**config.mk**
```make
export PLATFORM = sky130hd
export DESIGN_NAME = mem_access_initiator
export DESIGN_NICKNAME = d
export VERILOG_FILES = /design/src/rtl/mem_if_pkg.sv /design/src/rtl/mem_wait_tracker.sv /design/src/rtl/mem_access_initiator.sv
export SDC_FILE = /design/constraint.sdc
export NUM_CORES = 1
export LEC_CHECK = 0
export CAP_MARGIN = 20
export CORE_MARGIN = 8
export CORE_UTILIZATION = 35
export DETAILED_ROUTE_END_ITERATION = 7
export GPL_TIMING_DRIVEN = 0
export PLACE_DENSITY = 0.71
export SYNTH_ARGS = -nofsm -noshare
export SYNTH_HDL_FRONTEND = slang
export SYNTH_SLANG_ARGS = --single-unit
```
**constraint.sdc**
```tcl
create_clock -name clk -period 2.95 [get_ports clk]
set_input_delay 0.59 -clock clk [delete_from_list [all_inputs] [get_ports clk]]
set_output_delay 0.59 -clock clk [all_outputs]
set_load 0.05 [all_outputs]
```
**src/rtl/mem_if_pkg.sv**
```systemverilog
// Shared definitions for the memory-enable/ready requester: the state encoding,
// the default bus widths and the width of the WAIT-phase cycle counter.
package mem_if_pkg;

  localparam int unsigned DEF_ADDR_W = 32;
  localparam int unsigned DEF_DATA_W = 32;

  // Four bits is enough for a count that saturates at 15. That also covers
  // TIMEOUT, whose largest allowed value is 15.
  localparam int unsigned            WAIT_CNT_W   = 4;
  localparam logic [WAIT_CNT_W-1:0] WAIT_CNT_MAX = '1;

  // FSM encoding, kept as plain constants for compatibility with older tooling
  localparam logic [1:0] ST_IDLE  = 2'd0;
  localparam logic [1:0] ST_ISSUE = 2'd1;
  localparam logic [1:0] ST_WAIT  = 2'd2;
  localparam logic [1:0] ST_RESP  = 2'd3;

  // True when the current WAIT cycle is the n-th one or a later one.
  // cnt holds the index of that cycle, counting from 0.
  function automatic logic wait_reached(logic [WAIT_CNT_W-1:0] cnt, int unsigned n);
    return (32'(cnt) + 32'd1) >= n;
  endfunction

endpackage

```
**src/rtl/mem_wait_tracker.sv**
```systemverilog
// Counts cycles since the last clear and remembers whether the controller has
// shown a busy (ready low) phase. The counter saturates at its maximum.
module mem_wait_tracker
  import mem_if_pkg::*;
(
  input  logic                  clk,
  input  logic                  rst,
  input  logic                  clear,
  input  logic                  mem_ready,
  output logic [WAIT_CNT_W-1:0] count,
  output logic                  seen_low
);

  logic [WAIT_CNT_W-1:0] count_q;
  logic                  seen_low_q;

  // The count and the busy flag restart on clear and accumulate otherwise
  always_ff @(posedge clk) begin
    if (rst || clear) begin
      count_q    <= '0;
      seen_low_q <= 1'b0;
    end else begin
      if (count_q != WAIT_CNT_MAX) begin
        count_q <= count_q + 1'b1;
      end
      if (!mem_ready) begin
        seen_low_q <= 1'b1;
      end
    end
  end

  assign count    = count_q;
  assign seen_low = seen_low_q;

endmodule

```
**src/rtl/mem_access_initiator.sv**
```systemverilog
// Requester side of the mem_enable/mem_ready handshake. Each load or store
// becomes a one-cycle mem_enable pulse. The pipeline is stalled until the
// controller completes, and the result comes back as a one-cycle rsp_valid.
// Optional build macro MEM_TIMEOUT_EN: abort WAIT after TIMEOUT cycles with err.
module mem_access_initiator
  import mem_if_pkg::*;
#(
  parameter int unsigned ADDR_W  = DEF_ADDR_W,
  parameter int unsigned DATA_W  = DEF_DATA_W,
  parameter int unsigned MIN_LAT = 1,
  parameter int unsigned TIMEOUT = 15
) (
  input  logic              clk,
  input  logic              rst,
  input  logic              req_valid,
  input  logic              req_write,
  input  logic [ADDR_W-1:0] req_addr,
  input  logic [DATA_W-1:0] req_wdata,
  output logic              stall,
  output logic              mem_enable,
  output logic              mem_write,
  output logic [ADDR_W-1:0] mem_addr,
  output logic [DATA_W-1:0] mem_wdata,
  input  logic              mem_ready,
  input  logic [DATA_W-1:0] mem_rdata,
  output logic              rsp_valid,
  output logic [DATA_W-1:0] rsp_rdata,
  output logic              err
);

`ifdef MEM_TIMEOUT_EN
  localparam bit TIMEOUT_ON = 1'b1;
`else
  localparam bit TIMEOUT_ON = 1'b0;
`endif

  logic [1:0]            state_q, state_d;
  logic                  mem_enable_q;
  logic                  mem_write_q;
  logic [ADDR_W-1:0]     mem_addr_q;
  logic [DATA_W-1:0]     mem_wdata_q;
  logic                  rsp_valid_q;
  logic [DATA_W-1:0]     rsp_rdata_q;
  logic                  err_q;

  logic                  latch_req;
  logic                  wait_clear;
  logic                  wait_complete;
  logic                  wait_abort;
  logic [WAIT_CNT_W-1:0] wait_cnt;
  logic                  wait_seen_low;

  mem_wait_tracker u_wait_tracker (
    .clk       (clk),
    .rst       (rst),
    .clear     (wait_clear),
    .mem_ready (mem_ready),
    .count     (wait_cnt),
    .seen_low  (wait_seen_low)
  );

  // Next-state logic and the per-state control strobes
  always_comb begin
    state_d       = state_q;
    latch_req     = 1'b0;
    wait_clear    = 1'b0;
    wait_complete = 1'b0;
    wait_abort    = 1'b0;
    case (state_q)
      ST_IDLE: begin
        // A busy controller (ready low) keeps the request parked here
        if (req_valid && mem_ready) begin
          latch_req = 1'b1;
          state_d   = ST_ISSUE;
        end
      end
      ST_ISSUE: begin
        wait_clear = 1'b1;
        state_d    = ST_WAIT;
      end
      ST_WAIT: begin
        // Ready high counts as done once a busy phase has been seen. Without
        // a busy phase it counts only after MIN_LAT cycles, so a controller
        // that never drops ready still completes.
        if (mem_ready && (wait_seen_low || wait_reached(wait_cnt, MIN_LAT))) begin
          wait_complete = 1'b1;
          state_d       = ST_RESP;
        end else if (TIMEOUT_ON && wait_reached(wait_cnt, TIMEOUT)) begin
          wait_abort = 1'b1;
          state_d    = ST_RESP;
        end
      end
      ST_RESP: begin
        // req_valid here is still the instruction being retired, so it is ignored
        state_d = ST_IDLE;
      end
      default: state_d = ST_IDLE;
    endcase
  end

  // Stall covers the request cycle through the last WAIT cycle and drops in RESP
  always_comb begin
    stall = 1'b0;
    case (state_q)
      ST_IDLE:          stall = req_valid;
      ST_ISSUE, ST_WAIT: stall = 1'b1;
      default:          stall = 1'b0;
    endcase
  end

  // State, request latch, start pulse and response registers
  always_ff @(posedge clk) begin
    if (rst) begin
      state_q      <= ST_IDLE;
      mem_enable_q <= 1'b0;
      mem_write_q  <= 1'b0;
      mem_addr_q   <= '0;
      mem_wdata_q  <= '0;
      rsp_valid_q  <= 1'b0;
      rsp_rdata_q  <= '0;
      err_q        <= 1'b0;
    end else begin
      state_q      <= state_d;
      // mem_enable is high only while in ISSUE
      mem_enable_q <= latch_req;
      if (latch_req) begin
        mem_write_q <= req_write;
        mem_addr_q  <= req_addr;
        mem_wdata_q <= req_wdata;
      end
      rsp_valid_q <= wait_complete || wait_abort;
      err_q       <= wait_abort;
      // Stores leave the last load data untouched
      if (!mem_write_q) begin
        if (wait_complete) begin
          rsp_rdata_q <= mem_rdata;
        end else if (wait_abort) begin
          rsp_rdata_q <= '0;
        end
      end
    end
  end

  assign mem_enable = mem_enable_q;
  assign mem_write  = mem_write_q;
  assign mem_addr   = mem_addr_q;
  assign mem_wdata  = mem_wdata_q;
  assign rsp_valid  = rsp_valid_q;
  assign rsp_rdata  = rsp_rdata_q;
  assign err        = err_q;

endmodule

```
### Yosys cells after proc, flatten, opt, wreduce, memory -nomap -nowiden

Cells that the tools add are included.

* shifts and indexed selects: 0
* $mul: 0
* bitwise operators: 1
* add/subtract/negate cells: 2
* divide/modulo/power cells: 0
* equal/unequal tests: 6
* reduce and logical (&&, ||, !) cells: 8
* multiplexer cells: 9
* magnitude comparators: 1

Operators with widths (number)
* case mux 2 bit (4 select lines): 1
* adder 4 x 1 -> 5 bit, second input constant: 1
* greater-or-equal comparator 5 x 1 -> 1 bit, second input constant: 1
* 2-to-1 mux 1 bit: 5
* adder 4 x 1 -> 4 bit, second input constant: 1
* equality test 2 bit, second input constant: 2
* 2-to-1 mux 2 bit: 2
* inequality test 2 bit, second input constant: 2
* inequality test 4 bit, second input constant: 1
* AND reduction 2 bit: 2
* equality test 2 x 1 -> 1 bit, second input constant: 1
* logical AND 1 bit: 2
* logical NOT 2 bit: 1
* logical OR 1 bit: 2
* case mux 1 bit (2 select lines): 1
* OR reduction 2 bit: 1
* inverter 1 bit: 1

* bits in registers: 106
* input port bits: 101
* output and inout port bits: 101
* latch bits: 0
* memories kept: 0
* word-level logic and storage cells: 36
* memory bits (read-only): 0
* bits in writable memories: 0

### Logic depth before layout (Yosys ltp)

* depth in word-level cells: 7
* depth in mapped cells: 7

### Cells and area by module

From an unflattened synthesis, not the netlist that was laid out.

* cell total of the unflattened synthesis: 479
* area, all modules: 4175.3 sq um

Modules (own cells, without submodules)
* mem_access_initiator: instances 1, seq. area each 2021.9 sq um, cells an instance 457, area an instance 3948.8 sq um
* mem_wait_tracker: instances 1, seq. area each 100.1 sq um, cells an instance 22, area an instance 226.5 sq um

### Worst setup path after synthesis

Ideal clock, no wire load.

* path kind: register to output
* start point: register state_q[1]
* end point: output stall
* data required time: 2.360 ns
* slack: 0.983 ns
* stages on the path, launching flop included: 5
* arrival: 1.377 ns
* cell sequence: dfxtp_1 -> inv_1 -> ha_1 -> a21oi_1 -> nor2_1

* word-level cells in the longest chain between the ends: 3
* elaborated cells between the ends (all ways): 5
* classes of those cells: eq/ne: 2; mux: 1; reduce/logical: 2

Ends and longest elaborated chain
* start: declaration: line mem_access_initiator.sv:37 `logic [1:0] state_q, state_d;`
* start signal: assignment: line mem_access_initiator.sv:123 `state_q <= state_d;`
* equality test 2 x 1 -> 1 bit / equality test 2 bit (equally long branches): line mem_access_initiator.sv:104 `case (state_q)`
* OR reduction 2 bit: line mem_access_initiator.sv:104
* case mux 1 bit (2 select lines) (*): line mem_access_initiator.sv:104
* end: declaration: line mem_access_initiator.sv:19 `output logic stall,`

Mark *: on every way between the ends. The rest lies on a longest branch, timed or not.

### Worst setup path after layout

* start point: input req_valid
* end point: output stall

* word-level cells in the longest chain between the ends: 1

Ends and longest elaborated chain
* start: declaration: line mem_access_initiator.sv:15 `input logic req_valid,`
* case mux 1 bit (2 select lines): line mem_access_initiator.sv:104

Every way passes these cells.

==> impl_metrics.csv <==
group,metric,value,unit
synth,synthSimpleGateAreaFrac,24.3,%
die,fp.dieH,125,um
synth,synth_largest_type_area_fraction,51.2,%
grt,grt_antenna_before_repair,0,
timing,finClkSkew,0.00265,ns
drt,drtPass1Iterations,4,
final_layout,nFillCells,1064,
timing,setup-tns-final,0,ns
timing,min_period,2.71,ns
die,core-area,11500,um2
setup_path,end_kind,"output pin",
setup_path,critPathLaunchType,"input pin",
place,port_buffers,199,
place,gp_congestion,0.777,
worst_hold_path,min_path_type,"reg -> reg",
timing,worst_slew_pin_slew,0.546,ns
synth,netlist_instances,478,
synth,ys_seq_area_share,51.2,%
die,rows,39,
clocking,path_clk_slew,0.07,ns
drt,num_vias,3866,
clocking,clk-insertion-delay-late,0.34,ns
die,start_util,36.1,%
final_layout,fin_area,6600,um2
setup_path,cp.buffers_inverters,2,
clocking,cts.repair.resized,0,
timing,timing.hold.ws,0.456,ns
synth,synth_common_cells,"nand2_1 (133), dfxtp_1 (106), a21oi_1 (67)",
drt,ant_nets,0,
place,placed_area,6310,um2
synth,synth.area.top_cells,"dfxtp_1 (51%), nand2_1 (12%), nand2b_1 (10%)",
clocking,cts-root-buf,"clkbuf_16",
grt,grt_pass1_wl,20300,um
run,drv_cap,0,
synth,synth_area,4140,um2
grt,track_usage,15.9,%
clocking,ctsLongestPathBuffers,2,
timing,period_share,91.9,%
grt,grt_overflow,0,
setup_path,cp_slowest_stage_delay,0.83,ns
final_layout,drive_gt1_share,2.89,%
final_layout,area_growth,59.3,%
power,p_leak,0.00233,uW
setup_path,cpMostUsedCell,"clkdlybuf4s50_1",
power,power_density,664,nW/um2
clocking,cts_max_level,3,
drt,drtIter0Drc,131,
drt,routed_wl,12700,um
die,dieArea,15600,um2
power,peakVddDrop,0.000398,V
synth,synth_mux_area_share,8.22,%
synth,ys.flop_type,"dfxtp_1",
timing,slew_headroom,63.5,%
clocking,hold_buffers,0,
timing,rsz0062_at_grt,"false",
setup_path,cp_slowest_cell,"clkdlybuf4s50_1",
setup_path,setup.worst_path.class,"in -> out",
synth,synth-xor-area-share,0.211,%
final_layout,antenna_cells,0,
run_status,status,"completed",
synth,ys_types,27,
setup_path,critPathTopFamily,"buffers and inverters",
drt,wl_per_cell,15.2,um
synth,yosysTopAreaCell,"dfxtp_1",
setup_path,cp.arrival,2.12,ns
drt,drc,0,
synth,synth_compound_area_share,9.58,%
drt,via_per_inst,4.63,
synth,async_flop_share,0,%
synth,yosys_warnings,0,
synth,synth_edf_count,0,
setup_path,cp_max_fo,4,
timing,hold_viol,0,
setup_path,cp.required,2.36,ns
grt,grt_max_degree,16,
synth,avgSynthCellArea,8.66,um2
synth,synthAdderAreaFrac,1.81,%
timing,fmax,369,MHz
setup_path,cp_cell_sequence,"clkdlybuf4s50_1 > a21oi_1 > nor2_1 > clkdlybuf4s50_1",
clocking,cts_made_buffers,9,
clocking,cts_sinks,106,
die,io_pins,202,
synth,syn_nets,585,
synth,synth_top_family_by_area,"simple AND/OR/NAND/NOR gates",
timing,drv_slew,0,
synth,yosysMostFrequentCell,"nand2_1",
grt,grt_pass1_vias,3934,
timing,setup_viol,0,
final_layout,finalNetCount,795,
clocking,postCtsSetupRepairBufs,0,
synth,ys_ff_latch,106,
clocking,cts_tree,"built",
place,dp_hpwl,10000,um
die,dieWidth,125,um
==> tightest hold or removal path, cell delays in order, from the launching register on <==
cell and delay [ns]:
dfxtp_1 0.31, nand2_1 0.05, a21oi_1 0.05
==> metal layers <==
metal	wire length [um]	GRT usage (%)	vias up	share of wire, %
li1	-	-	1960	-
met1	5130	17.4	1765	40
met2	6210	26.7	131	49
met3	1210	6.94	10	9.5
met4	159	5.88	0	1.3
met5	0	0	-	0
==> final timing paths <==
path,slack [ns],cells past startpoint,to,from
max reg2reg,0.90,7,mem_addr[0],state_q[1]
max,0.24,4,stall,req_valid
min reg2reg,0.46,2,mem_addr[26],mem_addr[26]
min,0.46,2,mem_addr[26],mem_addr[26]
==> cells in the final DEF (no fill, tap or decap), types with 2 or more instances in the layout <==
cell type / netlist / final
a2111oi_0: 2 / 2
nor2_1: 4 / 4
nor3_1: 4 / 4
clkbuf_1: 21 / 23
dfxtp_1: 106 / 106
nand2_1: 133 / 133
buf_1: 8 / 8
clkinv_2: 0 / 2
clkdlybuf4s50_1: 0 / 199
mux2i_1: 34 / 34
buf_6: 4 / 4
nand2b_1: 66 / 66
clkbuf_16: 0 / 9
nand3_1: 2 / 2
a21oi_1: 67 / 67
ha_1: 6 / 6
inv_1: 7 / 7
a211oi_1: 2 / 2
==> layout make-up <==
class	count	area, um2	area share (%)
Buffer	34	161	2.45
Clock buffer	12	246	3.74
Clock inverter	3	40.0	0.607
Inverter	7	26.3	0.398
Multi-Input combinational cell	331	1830	27.8
Sequential cell	106	2120	32.2
Tap cell	143	179	2.71
Timing Repair Buffer	199	1990	30.2
==> flip-flops by register name, indices dropped and copies added (netlist names) <==
signal                   flops
mem_enable                   1
mem_addr                    32
u_wait_tracker.seen_low      1
state_q                      2
u_wait_tracker.count         4
rsp_valid                    1
mem_write                    1
rsp_rdata                   32
mem_wdata                   32
==> cell families after synthesis <==
family,count (synthesis)
adders and majority gates,6
muxes,34
and+or+nand+nor,215
other,1
xor gates and xnor gates,1
DFF,106
AOI/OAI and AO/OA,74
buffers and inverters,41
==> metrics by stage <==
step,setup slack (ns),power [uW],std cells,utilization [%]
final,0.239,4380,835,57.5
after floorplan,0.983,2680,478,-
after CTS,0.231,4440,835,57.5
after global routing,0.163,4600,835,57.5
after detailed placement,0.232,3250,820,55.0
after global placement,0.248,3220,820,55.0
==> where the power goes <==
part / internal (uW) / leakage, uW / total, uW / switching, uW
registers: 1590 / 0.000862 / 1690 / 99.1
clock network: 675 / 0.000142 / 1170 / 496
logic: 569 / 0.00132 / 1520 / 950
Note: power is estimated with default switching activity, not from simulation.
